<file path="src/rtl/button_event_decoder_pkg.sv">
// btn_pkg: FSM state type and counter sizing shared by the button event decoder.
// Compile option: BTN_AUTOREPEAT_EN sizes the counter for repeat counting as well.
package btn_pkg;

    typedef enum logic [1:0] {IDLE = 2'd0, PRESSED = 2'd1, LONG = 2'd2} btn_state_e;

    // The counter is cleared on every transition, so it only has to reach the larger
    // terminal count in use.
    function automatic int cnt_width(input int long_c, input int repeat_c);
        int m;
        m = (long_c > repeat_c) ? long_c : repeat_c;
`ifndef BTN_AUTOREPEAT_EN
        m = long_c;
`endif
        return $clog2(m);
    endfunction

endpackage

</file>
<file path="src/rtl/button_event_decoder_if.sv">
// btn_evt_if: debounced button level and enable in, event pulses and hold levels out.
// master: drives btn_level/enable, observes events; slave: the decoder.
interface btn_evt_if;
    logic btn_level;
    logic enable;
    logic press_pulse;
    logic release_pulse;
    logic long_pulse;
    logic repeat_pulse;
    logic held;
    logic long_held;

    modport master (
        output btn_level, enable,
        input  press_pulse, release_pulse, long_pulse, repeat_pulse, held, long_held
    );

    modport slave (
        input  btn_level, enable,
        output press_pulse, release_pulse, long_pulse, repeat_pulse, held, long_held
    );
endinterface

</file>
<file path="src/rtl/button_event_decoder_edge.sv">
// btn_edge_detect: registers the previous button sample and flags rising/falling edges.
// Ports: clk, rst_n (async, active-low), btn_level_i, rise_o, fall_o.
module btn_edge_detect (
    input  logic clk,
    input  logic rst_n,
    input  logic btn_level_i,
    output logic rise_o,
    output logic fall_o
);
    logic btn_q;

    // Resetting to 1 makes a button held through reset look already pressed.
    always_ff @(posedge clk or negedge rst_n) begin
        if (!rst_n) btn_q <= 1'b1;
        else        btn_q <= btn_level_i;
    end

    assign rise_o = btn_level_i & ~btn_q;
    assign fall_o = ~btn_level_i & btn_q;
endmodule

</file>
<file path="src/rtl/button_event_decoder.sv">
// button_event_decoder: turns a debounced button level into press/release/long/repeat pulses.
// Ports: clk, rst_n (async, active-low), bus (btn_evt_if.slave).
// Parameters: LONG_CYCLES press-to-long hold, REPEAT_CYCLES auto-repeat period (both >= 2).
// Compile option: BTN_AUTOREPEAT_EN enables repeat pulses; otherwise repeat_pulse is 0.
module button_event_decoder
    import btn_pkg::*;
#(
    parameter int LONG_CYCLES   = 50_000_000,
    parameter int REPEAT_CYCLES = 10_000_000
) (
    input logic       clk,
    input logic       rst_n,
    btn_evt_if.slave  bus
);
    localparam int CW = cnt_width(LONG_CYCLES, REPEAT_CYCLES);
    localparam logic [1:0] S_IDLE    = IDLE;
    localparam logic [1:0] S_PRESSED = PRESSED;
    localparam logic [1:0] S_LONG    = LONG;
    localparam logic [CW-1:0] LONG_TC = CW'(LONG_CYCLES - 1);
`ifdef BTN_AUTOREPEAT_EN
    localparam logic [CW-1:0] REP_TC = CW'(REPEAT_CYCLES - 1);
`endif

    logic          rise, fall;
    logic [1:0]    state_q, state_d;
    logic [CW-1:0] cnt_q, cnt_d;
    logic          press_q, press_d, release_q, release_d;
    logic          long_q, long_d, repeat_q, repeat_d;
    logic          held_q, long_held_q;

    btn_edge_detect u_edge (
        .clk         (clk),
        .rst_n       (rst_n),
        .btn_level_i (bus.btn_level),
        .rise_o      (rise),
        .fall_o      (fall)
    );

    // Release outranks a coinciding terminal count because fall is tested first.
    always_comb begin
        state_d   = state_q;
        cnt_d     = cnt_q;
        press_d   = 1'b0;
        release_d = 1'b0;
        long_d    = 1'b0;
        repeat_d  = 1'b0;
        if (!bus.enable) begin
            state_d = S_IDLE;
            cnt_d   = '0;
        end else begin
            case (state_q)
                S_IDLE: if (rise) begin
                    state_d = S_PRESSED;
                    cnt_d   = '0;
                    press_d = 1'b1;
                end
                S_PRESSED: if (fall) begin
                    state_d   = S_IDLE;
                    cnt_d     = '0;
                    release_d = 1'b1;
                end else if (cnt_q == LONG_TC) begin
                    state_d = S_LONG;
                    cnt_d   = '0;
                    long_d  = 1'b1;
                end else begin
                    cnt_d = cnt_q + CW'(1);
                end
                S_LONG: if (fall) begin
                    state_d   = S_IDLE;
                    cnt_d     = '0;
                    release_d = 1'b1;
                end else begin
`ifdef BTN_AUTOREPEAT_EN
                    cnt_d    = (cnt_q == REP_TC) ? '0 : cnt_q + CW'(1);
                    repeat_d = (cnt_q == REP_TC);
`else
                    cnt_d = '0;
`endif
                end
                default: begin
                    state_d = S_IDLE;
                    cnt_d   = '0;
                end
            endcase
        end
    end

    // held/long_held are registered from the next state so they move with the pulses.
    always_ff @(posedge clk or negedge rst_n) begin
        if (!rst_n) begin
            state_q     <= S_IDLE;
            cnt_q       <= '0;
            press_q     <= 1'b0;
            release_q   <= 1'b0;
            long_q      <= 1'b0;
            repeat_q    <= 1'b0;
            held_q      <= 1'b0;
            long_held_q <= 1'b0;
        end else begin
            state_q     <= state_d;
            cnt_q       <= cnt_d;
            press_q     <= press_d;
            release_q   <= release_d;
            long_q      <= long_d;
            repeat_q    <= repeat_d;
            held_q      <= (state_d == S_PRESSED) || (state_d == S_LONG);
            long_held_q <= (state_d == S_LONG);
        end
    end

    assign bus.press_pulse   = press_q;
    assign bus.release_pulse = release_q;
    assign bus.long_pulse    = long_q;
    assign bus.repeat_pulse  = repeat_q;
    assign bus.held          = held_q;
    assign bus.long_held     = long_held_q;
endmodule

</file>
<file path="src/flat_wrapper.sv">
// flat-port wrapper written by rule: the top's interface ports become plain ports
module button_event_decoder_flat import btn_pkg::*;
#(
    parameter int LONG_CYCLES   = 50_000_000,
    parameter int REPEAT_CYCLES = 10_000_000
)
  (clk, rst_n, bus_btn_level, bus_enable, bus_press_pulse, bus_release_pulse, bus_long_pulse, bus_repeat_pulse, bus_held, bus_long_held);
  btn_evt_if bus_i ();
  input logic clk;
  input logic rst_n;
  input wire logic [$bits(bus_i.btn_level)-1:0] bus_btn_level;
  input wire logic [$bits(bus_i.enable)-1:0] bus_enable;
  output wire logic [$bits(bus_i.press_pulse)-1:0] bus_press_pulse;
  output wire logic [$bits(bus_i.release_pulse)-1:0] bus_release_pulse;
  output wire logic [$bits(bus_i.long_pulse)-1:0] bus_long_pulse;
  output wire logic [$bits(bus_i.repeat_pulse)-1:0] bus_repeat_pulse;
  output wire logic [$bits(bus_i.held)-1:0] bus_held;
  output wire logic [$bits(bus_i.long_held)-1:0] bus_long_held;
  assign bus_i.btn_level = bus_btn_level;
  assign bus_i.enable = bus_enable;
  assign bus_press_pulse = bus_i.press_pulse;
  assign bus_release_pulse = bus_i.release_pulse;
  assign bus_long_pulse = bus_i.long_pulse;
  assign bus_repeat_pulse = bus_i.repeat_pulse;
  assign bus_held = bus_i.held;
  assign bus_long_held = bus_i.long_held;
  button_event_decoder #(.LONG_CYCLES(LONG_CYCLES), .REPEAT_CYCLES(REPEAT_CYCLES)) u_core (.clk(clk), .rst_n(rst_n), .bus(bus_i));
endmodule
</file>
<file path="config.mk">
export PLATFORM = sky130hd
export DESIGN_NAME = button_event_decoder_flat
export DESIGN_NICKNAME = d
export VERILOG_FILES = /design/src/rtl/button_event_decoder_pkg.sv /design/src/rtl/button_event_decoder_if.sv /design/src/rtl/button_event_decoder_edge.sv /design/src/rtl/button_event_decoder.sv /design/src/flat_wrapper.sv
export SDC_FILE = /design/constraint.sdc
export NUM_CORES = 1
export LEC_CHECK = 0
export CORE_ASPECT_RATIO = 0.8
export CORE_MARGIN = 4
export CORE_UTILIZATION = 40
export CTS_BUF_LIST = sky130_fd_sc_hd__clkbuf_8
export DETAILED_ROUTE_END_ITERATION = 8
export MAX_ROUTING_LAYER = met4
export PLACE_DENSITY_LB_ADDON = 0.25
export SLEW_MARGIN = 30
export SYNTH_ARGS = -nofsm -noshare
export SYNTH_HDL_FRONTEND = slang
export SYNTH_SLANG_ARGS = --single-unit
</file>
<file path="constraint.sdc">
create_clock -name clk -period 2.2 [get_ports clk]
set_clock_uncertainty 0.2 [all_clocks]
set_input_delay 0.22 -clock clk [delete_from_list [all_inputs] [get_ports clk]]
set_output_delay 0.22 -clock clk [all_outputs]
set_load 0.02 [all_outputs]
</file>
* Yosys cells after proc, flatten, opt, wreduce, memory -nomap -nowiden
Cells that the tools add are included.
** Word-level totals
- Latch bits :: 0
- Memories kept :: 0
- ROM bits :: 0
- Register bits :: 34
- Word-level logic and storage cells :: 43
- RAM bits :: 0
** Operators by class
- $add $sub $neg :: 1
- Shift-type cells :: 0
- Bitwise logic cells :: 4
- Div/mod/pow operators :: 0
- Reduce and logical (&&, ||, !) cells :: 3
- Magnitude comparators :: 0
- Muxes and demuxes :: 21
- Multipliers :: 0
- Equal/unequal tests :: 6
** Operators by type and width (count)
- $mux 26 :: 4
- $pmux 26 s2 :: 1
- $add 26x1->26 const B :: 1
- $eq 26x26->1 const B :: 1
- $mux 1 :: 10
- $mux 2 :: 5
- $pmux 2 s3 :: 1
- $eq 2x1->1 const B :: 2
- $eq 2x2->1 const B :: 2
- $ne 3x2->1 const B :: 1
- $and 1x1->1 :: 2
- $logic_not 2->1 :: 1
- $not 1->1 :: 2
- $reduce_or 2->1 :: 1
- $logic_or 1x1->1 :: 1

* Longest topological paths before layout
Gate-level depths: netlist of run 1.
- Depth in word-level cells :: 7
- Gate-level depth with buffers :: 9
- Depth with buffers taken out :: 8

* Hierarchy
Synthesis of run 1 repeated with hierarchy kept, for this count alone.
** Second synthesis, totals
- Cells, all modules :: 220
- Area, all modules :: 1998.2 um2
** Modules (own cells, without submodules)
- button_event_decoder :: cells an instance 217, area an instance 1956.9 um2, instances 1
- btn_edge_detect :: cells an instance 3, area an instance 41.3 um2, instances 1

* Worst setup path after synthesis of run 1
Ideal clock, no wire load.
- Path type :: register to register
- From :: reg u_core.cnt_q[0]
- To :: reg u_core.cnt_q[9]
- Slack :: 124 ps
- Data arrival time :: 1737 ps
- Library setup time :: 139 ps
- Stages on the path, launching flop included :: 8
- Clock period less this slack :: 2076 ps
- Cell sequence :: dfrtp_1 > ha_1 > nand4_4 > nor4_4 > a21oi_4 > buf_6 > a41oi_1 > a31oi_1
** On the way
- Word-level cells in the longest chain between the ends :: 5
** Ends and longest elaborated chain
- start, declared :: line button_event_decoder.sv:26 : logic [CW-1:0] cnt_q, cnt_d;
- start signal, assigned :: line button_event_decoder.sv:101 : cnt_q <= cnt_d;
- $add 26x1->26 or $eq 26x26->1 (tied branches) :: line button_event_decoder.sv:66, button_event_decoder.sv:61
- $mux 26 (*) :: line button_event_decoder.sv:61 : end else if (cnt_q == LONG_TC) begin
- $mux 26 (*) :: line button_event_decoder.sv:57 : S_PRESSED: if (fall) begin
- $pmux 26 s2 (*) :: line button_event_decoder.sv:51 : case (state_q)
- $mux 26 (*) :: line button_event_decoder.sv:47 : if (!bus.enable) begin
Every way passes the cells marked *; elsewhere a longest branch is shown, timed or not.
A chain may end at the register's enable or synchronous reset.

* Final worst setup path of run 1
- From :: reg u_core.cnt_q[11]
- To :: reg u_core.held_q, in the netlist u_core.bus.held
** On the way
- Word-level cells in the longest chain between the ends :: 7
** Ends and longest elaborated chain
- $eq 26x26->1 (*) :: line button_event_decoder.sv:61
- $mux 2 (*) :: line button_event_decoder.sv:61
- $mux 2 (*) :: line button_event_decoder.sv:57
- $pmux 2 s3 (*) :: line button_event_decoder.sv:51
- $mux 2 (*) :: line button_event_decoder.sv:47
- named net u_core.state_d[1] :: line button_event_decoder.sv:25 : logic [1:0] state_q, state_d;
- $eq 2x1->1 or $eq 2x2->1 (tied branches) :: line button_event_decoder.sv:106 : held_q <= (state_d == S_PRESSED) || (state_d == S_LONG);
- $logic_or 1x1->1 (*) :: line button_event_decoder.sv:106
- end signal, assigned :: line button_event_decoder.sv:106
- end, declared :: line button_event_decoder.sv:29 : logic held_q, long_held_q;
Mark *: on every way through the listed nets, which the timed path passes. The rest lies on a longest branch.

==> results of run 1 <==
[logic make-up (layout without fill, tap and decap cells)]
| kind of cell | count (synthesis) | count (layout) | synth area share, % |
|---|---|---|---|
| AOI/OAI and AO/OA | 65 | 65 | 21.03 |
| adders and majority gates | 6 | 6 | 3.595 |
| buffers and inverters | 19 | 51 | 6.231 |
| DFF | 34 | 34 | 40.80 |
| muxes | 1 | 1 | 0.5392 |
| other | 1 | 1 | 0.1796 |
| and+or+nand+nor | 97 | 97 | 27.62 |
[path summary, 6_finish.rpt]
path,cells past startpoint,end,from
min reg2reg,1,u_core.cnt_q[15],u_core.cnt_q[15]
min,2,u_core.cnt_q[1],rst_n
max reg2reg,7,u_core.bus.held,u_core.cnt_q[11]
min in group clk,1,u_core.cnt_q[15],u_core.cnt_q[15]
max,7,u_core.bus.held,u_core.cnt_q[11]
max in group asynchronous,2,u_core.u_edge.btn_q,rst_n
[stage by stage]
| step | cells | utilization, % | hold WS [ns] | setup slack (ns) |
|---|---|---|---|---|
| 3_3_place_gp | 308 | 46.88 | 0.3035 | 0.09808 |
| 4_1_cts | 316 | 49.07 | 0.1466 | 0.06343 |
| 6_report | 317 | 49.32 | 0.1404 | 0.1527 |
| 5_1_grt | 317 | 49.32 | 0.1862 | 0.01001 |
| 2_1_floorplan | 223 | - | -0.2756 | 0.1242 |
| 3_5_place_dp | 308 | 46.88 | 0.3016 | 0.07653 |
[cell usage after synthesis, types with 2 or more instances]
cell	number
a21oi_1	14
a21oi_4	2
a31oi_1	25
a41oi_1	6
and3_1	3
and4_1	2
buf_4	5
buf_6	5
dfrtp_1	33
ha_1	6
inv_1	5
nand2_1	32
nand2b_1	7
nand3_1	16
nand4_1	4
nor2_1	11
nor2b_1	2
nor4_1	2
nor4_4	2
nor4b_1	3
o21ai_0	5
o21ai_1	3
o31ai_1	2
[state kept, by name (all words and copies together) (netlist names)]
name,count
u_core.bus.press_pulse,1
u_core.bus.release_pulse,1
u_core.cnt_q,26
u_core.u_edge.btn_q,1
u_core.state_q,2
u_core.bus.long_held,1
u_core.bus.long_pulse,1
u_core.bus.held,1
[what timing repair did]
| item | 4_1_cts | 5_1_grt |
|---|---|---|
| buffers inserted | 0 | 1 |
| gates resized for setup | 0 | 3 |
| setup endpoints to repair | 0 | 15 |
[power by group]
part | leakage, nW | switching, mW | total, mW | internal [mW]
clock | 0.0575 | 0.230 | 0.546 | 0.316
sequential | 0.470 | 0.00363 | 0.636 | 0.632
combinational | 0.534 | 0.0865 | 0.140 | 0.0539
[metal layers]
layer / vias to the layer above / GRT usage, %
met1: 877 / 26.79
li1: 900 / -
met2: 39 / 22.49
met5: - / -
met4: 0 / 5.034
met3: 5 / 3.386
[area by class of cell]
cell class	count	share of cell area, %
inverter	6	0.9068
multi-input combinational	170	44.74
clock buffer	8	4.433
tap	62	3.123
sequential	34	34.31
timing repair buffer	37	12.49
==> summary.md, run 1 <==
| Metric | Value |
|---|---|
| Status | finished, final reports clean |
| Leak | 1.061 nW |
| Clock root buffer | clkbuf_8 |
| WP data required | 2.23 ns |
| Die Y | between 70 and 80 um |
| Placed Instance Area | between 2000 and 2500 um2 |
| Synth Flop Type | dfrtp_1 |
| Drt wl/cell | 15.16 um |
| RSZ-0062 raised after global routing | false |
| RePlAce Congestion | 0.8210 |
| I/O Buffers | 8 |
| CTS tree | yes |
| Final max-slew violation count | 0 |
| IR drop worst, VDD | 0.3139 mV |
| Core area | 5036 um2 |
| Ratio of cells with drive above 1 in the final layout | 21.96% |
| CTS Sinks | 34 |
| Overflow after GRT | 0 |
| Count of final hold-check violations | 0 |
| Synth area leader | dfrtp_1 |
| CP Data Arrival Time | around 2.1 ns |
| Critical path peak fanout | 6 |
| Antenna-violating nets left | 0 |
| Most common cell after layout, fill and taps aside | dfrtp_1 |
| Worst-path cell chain | nor4b_1, and4_1, nand3_1, a21o_1, a21oi_1, ha_1, inv_1 |
| Final WL | 4.805 mm |
| Period minus WS final | about 2.0 ns |
| Num CTS Buffers | 5 |
| DP HPWL | roughly 3.5 mm |
| Seq cells post-synth | 34 |
| Drt via density | 5.744 |
| Critical path class | register to register |
| Final period utilization | 93.06% |
| Worst hold-check path type | input port to async pin |
| Area of the multi-input gates | 1111 um2 |
| Initial Util | 41.47% |
| Fin area | 2484 um2 |
| Ys async rst share | 100.0% |
| Sequential cell area | 852.1 um2 |
| Final setup fails | 0 |
| Fillers | 454 |
| Total power | roughly 1.3 mW |
| Delay-heaviest family, CP | simple AND/OR/NAND/NOR gates |
| Antenna Cells | 0 |
| Commonest cells after routing, fill and taps aside | 33 x dfrtp_1, 32 x nand2_1, 28 x buf_4, 25 x a31oi_1, 16 x nand3_1 |
| Number of synthesized flops with an enable pin | 0 |
| Met2 Wirelength | 2.018 mm |
| DIE WIDTH | 88.78 um |
| Max-cap check violation count | 0 |
| Netlist area before placement | around 2100 um2 |
| Critical Path Slowest Stage Cell | dfrtp_1 |
| Met3 wire length | 237 um |
| Worst-path clk slew | 0.07 ns |
| CTS hold repair buffers | 0 |
| Area grow syn2layout | 18.93% |
| Crit path buf inv count | 1 |
| DRC | 0 |
| Sum of negative setup slack | 0 ns |
| Met1 WL | between 2 and 3 mm |
| Largest net degree at the start of global routing | 35 |
| Syn Inst Count | 223 |
| Register area share after synthesis | 40.80% |
| R2R setup slack | 0.15 ns |
| First-pass GRT wire length | 8.362 mm |
| Crit-path max cell delay | 0.44 ns |
| Die area | roughly 6400 um2 |
| Fmax | roughly 0.5 GHz |
| Unique masters post-synth | 51 |
| Clk buf depth | 2 |
| PD cells | 532.3 nW/um2 |
| DRT iter0 DRCs | 140 |
| H-tree depth | 2 |
| Max Used Layer | met4 |
| Post-synth top area share | about two fifths |
| Synth Net Count | around 230 |
| Vias post-DR | 1821 |
| Setup crit end kind | register |
| Post-layout net count | around 260 |
| Antenna violations before repair | 0 |
| DRT Pass-1 Iters | 4 |
| Skew-Pair Late Insertion Delay | 0.29 ns |
| Top post-synthesis cells by area | dfrtp_1 40%, a31oi_1 7.5%, nand2_1 5.8% |
| Num rows | 23 |
| Vias in the first global route | 1634 |
| Total track usage | 17.30% |
| Num ports | 10 |
| Crit start category | register |
| Syn avg cell area | 9.364 um2 |
| Synth warn | 0 |
No activity file was read; power rests on OpenSTA's default activity.
==> run 2, diff against run 1 <==
- CORE_UTILIZATION: 40 -> 50
==> run 2 against run 1 <==
  * Flip-flop and latch count is the same
  * Sequential share of layout area up 0.62 points
  * First-iteration DRC count down 5.0%
  * Global-route usage is 2.6 points higher
  * Critical path type unchanged
  * Critical endpoint is now u_core.cnt_q[3]
  * Highest routed layer unchanged
==> summary.md, run 2 (synthesized netlist as in run 1, its figures left out) <==
| Metric | Value |
|---|---|
| Area grow syn2layout | 16.84% (was 18.93%) |
| DP HPWL | 3.273 mm (was 3.456 mm) |
| Worst-path cell chain | inv_1, ha_1, a21boi_0, o211ai_1, a21oi_4, buf_12, a41oi_1, a31oi_1 (was nor4b_1, and4_1, nand3_1, a21o_1, a21oi_1, ha_1, inv_1) |
| Largest net degree at the start of global routing | 35 (unchanged) |
| Max-cap check violation count | 0 (unchanged) |
| Fmax | 0.4761 GHz (was 0.4884 GHz) |
| Fin cells | 308 (was 317) |
| Fillers | 356 (was 454) |
| WP data required | 2.15 ns (was 2.23 ns) |
| Status | finished, final reports clean (unchanged) |
| Worst hold-check path type | input port to async pin (unchanged) |
| RePlAce Congestion | 0.8427 (was 0.8210) |
| DRT iter0 DRCs | 133 (was 140) |
| Final period utilization | 95.48% (was 93.06%) |
| Max reg flops | 26 (unchanged) |
| Clk buf depth | 2 (unchanged) |
| Worst R2R Start | u_core.state_q[1] (was u_core.cnt_q[11]) |
| Critical path class | register to register (unchanged) |
| Setup crit end kind | register (unchanged) |
| Critical path peak fanout | 23 (was 6) |
| First-pass GRT wire length | 7.679 mm (was 8.362 mm) |
| CTS Sinks | 34 (unchanged) |
| CTS hold repair buffers | 0 (unchanged) |
| Regs by FF count | u_core.cnt_q x26, u_core.state_q x2 (unchanged) |
| H-tree depth | 2 (unchanged) |
| Post-CTS Setup Inserts | 0 (unchanged) |
| Antenna-violating nets left | 0 (unchanged) |
| Critical Path Slowest Stage Cell | dfrtp_1 (unchanged) |
| DRC | 0 (unchanged) |
| Final WL | 4.613 mm (was 4.805 mm) |
| Final max-slew violation count | 0 (unchanged) |
| Overflow after GRT | 0 (unchanged) |
| R2R setup slack | 0.1 ns (was 0.15 ns) |
| I/O Buffers | 8 (unchanged) |
| Num CTS Buffers | 5 (unchanged) |
| Crit-path max cell delay | 0.42 ns (was 0.44 ns) |
| Leak | 1.049 nW (was 1.061 nW) |
| Vias post-DR | 1774 (was 1821) |
| Die area | 5281 um2 (was 6448 um2) |
| Num ports | 10 (unchanged) |
| IR drop worst, VDD | 0.3072 mV (was 0.3139 mV) |
| CTS tree | yes (unchanged) |
| PD cells | 507.0 nW/um2 (was 532.3 nW/um2) |
| Delay-heaviest family, CP | compound AO/OA/AOI/OAI gates (was simple AND/OR/NAND/NOR gates) |
| Num rows | 20 (was 23) |
| Drt wl/cell | 14.98 um (was 15.16 um) |
| Largest reg by FF count | u_core.cnt_q (unchanged) |
| Post-layout net count | 262 (was 264) |
| Clock root buffer | clkbuf_8 (unchanged) |
| Count of final hold-check violations | 0 (unchanged) |
| FF-to-FF path depth | 8 (was 7) |
| Crit start category | register (unchanged) |
| Antenna Cells | 0 (unchanged) |
| CTS resizes | 0 (unchanged) |
| RSZ-0062 raised after global routing | false (unchanged) |
| Initial Util | 53.49% (was 41.47%) |
| Sum of negative setup slack | 0 ns (unchanged) |
| Commonest cells after routing, fill and taps aside | 33 x dfrtp_1, 32 x nand2_1, 26 x buf_4, 25 x a31oi_1, 16 x nand3_1 (was 33 x dfrtp_1, 32 x nand2_1, 28 x buf_4, 25 x a31oi_1, 16 x nand3_1) |
| Worst-path clk slew | 0.07 ns (about the same) |
| Total track usage | 19.86% (was 17.30%) |
| Vias in the first global route | 1527 (was 1634) |
| CP Data Arrival Time | 2.05 ns (was 2.08 ns) |
| Crit path buf inv count | 2 (was 1) |
| Period minus WS final | 2.101 ns (was 2.047 ns) |
| Placed insts | 300 (was 308) |
| Skew-Pair Late Insertion Delay | 0.28 ns (was 0.29 ns) |
| Final setup fails | 0 (unchanged) |
| DIE WIDTH | 80.26 um (was 88.78 um) |
| Antenna violations before repair | 0 (unchanged) |
| Drt via density | 5.760 (was 5.744) |
| Ratio of cells with drive above 1 in the final layout | 20.55% (was 21.96%) |
| Most common cell after layout, fill and taps aside | dfrtp_1 (unchanged) |
| DRT Pass-1 Iters | 4 (unchanged) |
| RR Endpoint | u_core.cnt_q[3] (was u_core.bus.held) |
| Die Y | 65.80 um (was 72.63 um) |
| Core area | 3904 um2 (was 5036 um2) |
==> run 2: cell type report <==
type	count	area [um2]	area share (%)
Clock inverter	2	8.758	0.3590
Timing Repair Buffer	35	295.3	12.10
Multi-Input combinational cell	170	1110	45.49
Clock buffer	6	82.58	3.385
Sequential cell	34	852.1	34.92
Inverter	6	22.52	0.9231
Tap cell	55	68.82	2.821
==> run 2: through the flow <==
step	utilization, %	instance area (um2)	power (mW)	hold slack (ns)	setup slack, ns
floorplan	-	2088	0.7246	-0.2756	0.1242
global placement	60.06	2345	0.7865	0.3011	0.07334
detailed placement	60.06	2345	0.7865	0.2978	0.08589
CTS	62.40	2436	1.258	0.1609	0.1038
global route	62.50	2440	1.305	0.1797	0.02048
finish	62.50	2440	1.237	0.1554	0.09945
==> run 2: worst register-to-register path, delay by kind of cell, from the launching register on <==
| kind | cells | cell delay (ns) |
|---|---|---|
| AO/OA/AOI/OAI | 5 | 0.81 |
| flip-flops | 1 | 0.42 |
| adder cells (fa/ha/maj) | 1 | 0.26 |
| buffers and inverters | 2 | 0.28 |
==> run 2: how the worst max path moves through the flow <==
stage | startpoint | to | slack (ns) | cells past startpoint
after global routing | u_core.state_q[1] | u_core.cnt_q[3] | 0.02 | 8
after global placement | bus_btn_level | u_core.bus.held | 0.07 | 8
after floorplan | u_core.cnt_q[0] | u_core.cnt_q[9] | 0.12 | 7
after detailed placement | bus_btn_level | u_core.bus.held | 0.09 | 8
final | u_core.state_q[1] | u_core.cnt_q[3] | 0.1 | 8
after CTS | u_core.cnt_q[0] | u_core.bus.held | 0.10 | 8
==> run 2: metal layers <==
layer,vias up,track usage (%),part of all wire (%)
met2,47,25.31,40
met3,7,4.496,6.0
li1,894,-,-
met4,0,6.962,1.4
met1,826,30.36,53
met5,-,-,0
==> run 2: report_power, final <==
group | leakage (nW) | switching [mW] | total [mW] | internal [mW]
Clock | 0.0524 | 0.215 | 0.463 | 0.247
Combinational | 0.527 | 0.0852 | 0.138 | 0.0529
Sequential | 0.470 | 0.00351 | 0.636 | 0.633
Total | 1.05 | 0.304 | 1.24 | 0.933
==> run 3, diff against run 2 <==
- GPL_TIMING_DRIVEN: not set -> 0
==> run 3 against run 2 <==
  * Non-clock buffer count shrank 1
  * Core utilization rose by 2.6 points
  * Design area rose by 4.1%
  * Clock-buffer cell count unchanged
  * Global-route usage grew 1.1 points
  * Die area did not move
==> summary.md, run 3 (synthesized netlist as in run 1, its figures left out) <==
| Metric | Value |
|---|---|
| Status | finished, final reports clean (unchanged) |
| Critical path peak fanout | 6 (was 23) |
| Regs by FF count | u_core.cnt_q x26, u_core.state_q x2 (unchanged) |
| Worst-path clk slew | 0.08 ns (was 0.07 ns) |
| Setup crit end kind | register (unchanged) |
| Antenna violations before repair | 0 (unchanged) |
| Crit start category | register (unchanged) |
| Final WL | 5.082 mm (was 4.613 mm) |
| Clock root buffer | clkbuf_8 (unchanged) |
| Largest net degree at the start of global routing | 22 (was 35) |
| Vias post-DR | 1861 (was 1774) |
| Area grow syn2layout | 21.63% (was 16.84%) |
| Total track usage | 21.00% (was 19.86%) |
| Final max-slew violation count | 0 (unchanged) |
| Placed insts | 287 (was 300) |
| DRT Pass-1 Iters | 5 (was 4) |
| Most common cell after layout, fill and taps aside | nand2_1 (was dfrtp_1) |
| First-pass GRT wire length | 8.286 mm (was 7.679 mm) |
| Max-cap check violation count | 0 (unchanged) |
| IR drop worst, VDD | 0.3594 mV (was 0.3072 mV) |
| Skew-Pair Late Insertion Delay | 0.30 ns (was 0.28 ns) |
| CTS tree | yes (unchanged) |
| Ratio of cells with drive above 1 in the final layout | 23.81% (was 20.55%) |
| CP Data Arrival Time | 2.07 ns (was 2.05 ns) |
| Least-Margin Pin Slew | 0.7053 ns |
| Antenna-violating nets left | 0 (unchanged) |
| Fin area | 2540 um2 (was 2440 um2) |
| I/O Buffers | 8 (unchanged) |
| Drt via density | 6.062 (was 5.760) |
| Post-layout net count | 261 (was 262) |
| CTS Sinks | 34 (unchanged) |
| Drt wl/cell | 16.55 um (was 14.98 um) |
| Num rows | 20 (unchanged) |
| Overflow after GRT | 0 (unchanged) |
| Worst R2R Start | u_core.cnt_q[1] (was u_core.state_q[1]) |
| Largest reg by FF count | u_core.cnt_q (unchanged) |
| Clk buf depth | 2 (unchanged) |
| Initial Util | 53.49% (unchanged) |
| PD cells | 597.6 nW/um2 (was 507.0 nW/um2) |
| Fillers | 329 (was 356) |
| DIE WIDTH | 80.26 um (unchanged) |
| DP HPWL | 3.302 mm (was 3.273 mm) |
| Num ports | 10 (unchanged) |
| Vias in the first global route | 1646 (was 1527) |
| Sum of negative setup slack | 0 ns (unchanged) |
| DRC | 0 (unchanged) |
| Commonest cells after routing, fill and taps aside | 32 x nand2_1, 29 x dfrtp_1, 25 x a31oi_1, 16 x nand3_1, 14 x buf_4 (was 33 x dfrtp_1, 32 x nand2_1, 26 x buf_4, 25 x a31oi_1, 16 x nand3_1) |
| Critical path class | register to register (unchanged) |
| H-tree depth | 2 (unchanged) |
| FF-to-FF path depth | 8 (unchanged) |
| Worst slew margin | a little over half |
| Final setup fails | 0 (unchanged) |
| Core area | 3904 um2 (unchanged) |
| RePlAce Congestion | 0.8858 (was 0.8427) |
| DRT iter0 DRCs | 179 (was 133) |
| Fin cells | 307 (was 308) |
| Count of final hold-check violations | 0 (unchanged) |
| WP data required | 2.15 ns (about the same) |
| Num CTS Buffers | 5 (unchanged) |
| Max reg flops | 26 (unchanged) |
| Final period utilization | 96.57% (was 95.48%) |
| RR Endpoint | u_core.cnt_q[2] (was u_core.cnt_q[3]) |
| Leak | 1.063 nW (was 1.049 nW) |
| Antenna Cells | 0 (unchanged) |
| Placed Instance Area | 2260 um2 (was 2345 um2) |
| Fmax | 0.4707 GHz (was 0.4761 GHz) |
| Period minus WS final | 2.125 ns (was 2.101 ns) |
| Die area | 5281 um2 (unchanged) |
| Die Y | 65.80 um (unchanged) |
| R2R setup slack | 0.08 ns (was 0.1 ns) |
| Worst hold-check path type | input port to async pin (unchanged) |
[run 3: layout make-up]
class	instances	area [um2]	area share [%]
multi-input cells	170	1136	44.73
well taps	55	68.82	2.709
inverters	6	22.52	0.8867
clock inverters	2	60.06	2.365
flip-flops and latches	34	857.1	33.74
repair buffers	21	198.9	7.833
plain buffers	13	113.9	4.483
clock buffers	6	82.58	3.251
[run 3: what timing repair did]
| action | 4_1_cts | 5_1_grt |
|---|---|---|
| setup endpoints to repair | 13 | 28 |
| endpoints found under the hold margin | 33 | 0 |
| resized for setup | 2 | 17 |
| gates cloned | 0 | 2 |
| pin swaps | 1 | 3 |
| hold buffers | 1 | 0 |
| setup buffers | 2 | 7 |
[run 3: how the worst max path moves through the flow]
stage / endpoint / cells after the start / from / slack [ns]
4_1_cts: u_core.bus.held / 8 / u_core.cnt_q[0] / 0.01
3_3_place_gp: u_core.cnt_q[10] / 5 / bus_btn_level / -0.1
3_5_place_dp: u_core.cnt_q[10] / 5 / bus_btn_level / -0.10
2_1_floorplan: u_core.cnt_q[9] / 7 / u_core.cnt_q[0] / 0.12
6_report: u_core.cnt_q[2] / 8 / u_core.cnt_q[1] / 0.08
5_1_grt: u_core.cnt_q[21] / 9 / u_core.state_q[0] / -0.06
[run 3: through the flow]
stage          setup slack [ns]  total power, mW  utilization, %  hold slack, ns
4_1_cts                 0.01125            1.504           62.31          0.1658
6_report                0.07541            1.518           65.06          0.1532
2_1_floorplan            0.1242           0.7246               -         -0.2756
3_3_place_gp           -0.09511           0.7716           57.31          0.2963
3_5_place_dp            -0.1012           0.7790           57.88        -0.05127
5_1_grt                -0.06030            1.571           65.06          0.1985
[run 3: worst max-delay path, stage by stage, from the launching register on]
cell,delay (ns)
dfrtp_2,0.42
ha_4,0.18
nand4_4,0.18
nor4_4,0.31
buf_4,0.18
a21oi_4,0.09
buf_6,0.16
a21oi_1,0.18
a31oi_1,0.07
[run 3: per-layer routing]
layer | global-route usage (%) | up-vias | part of all wire (%)
met5 | - | - | 0
met4 | 6.962 | 0 | 1.9
met3 | 4.087 | 15 | 6.0
met2 | 27.07 | 66 | 42
met1 | 32.38 | 888 | 50
li1 | - | 892 | -
[run 3: where the power goes]
group          internal (mW)  leakage [nW]  switching [mW]  total (mW)
Combinational         0.0574         0.528          0.0896       0.147
Clock                  0.484        0.0714           0.248       0.731
Sequential             0.633         0.463         0.00710       0.640
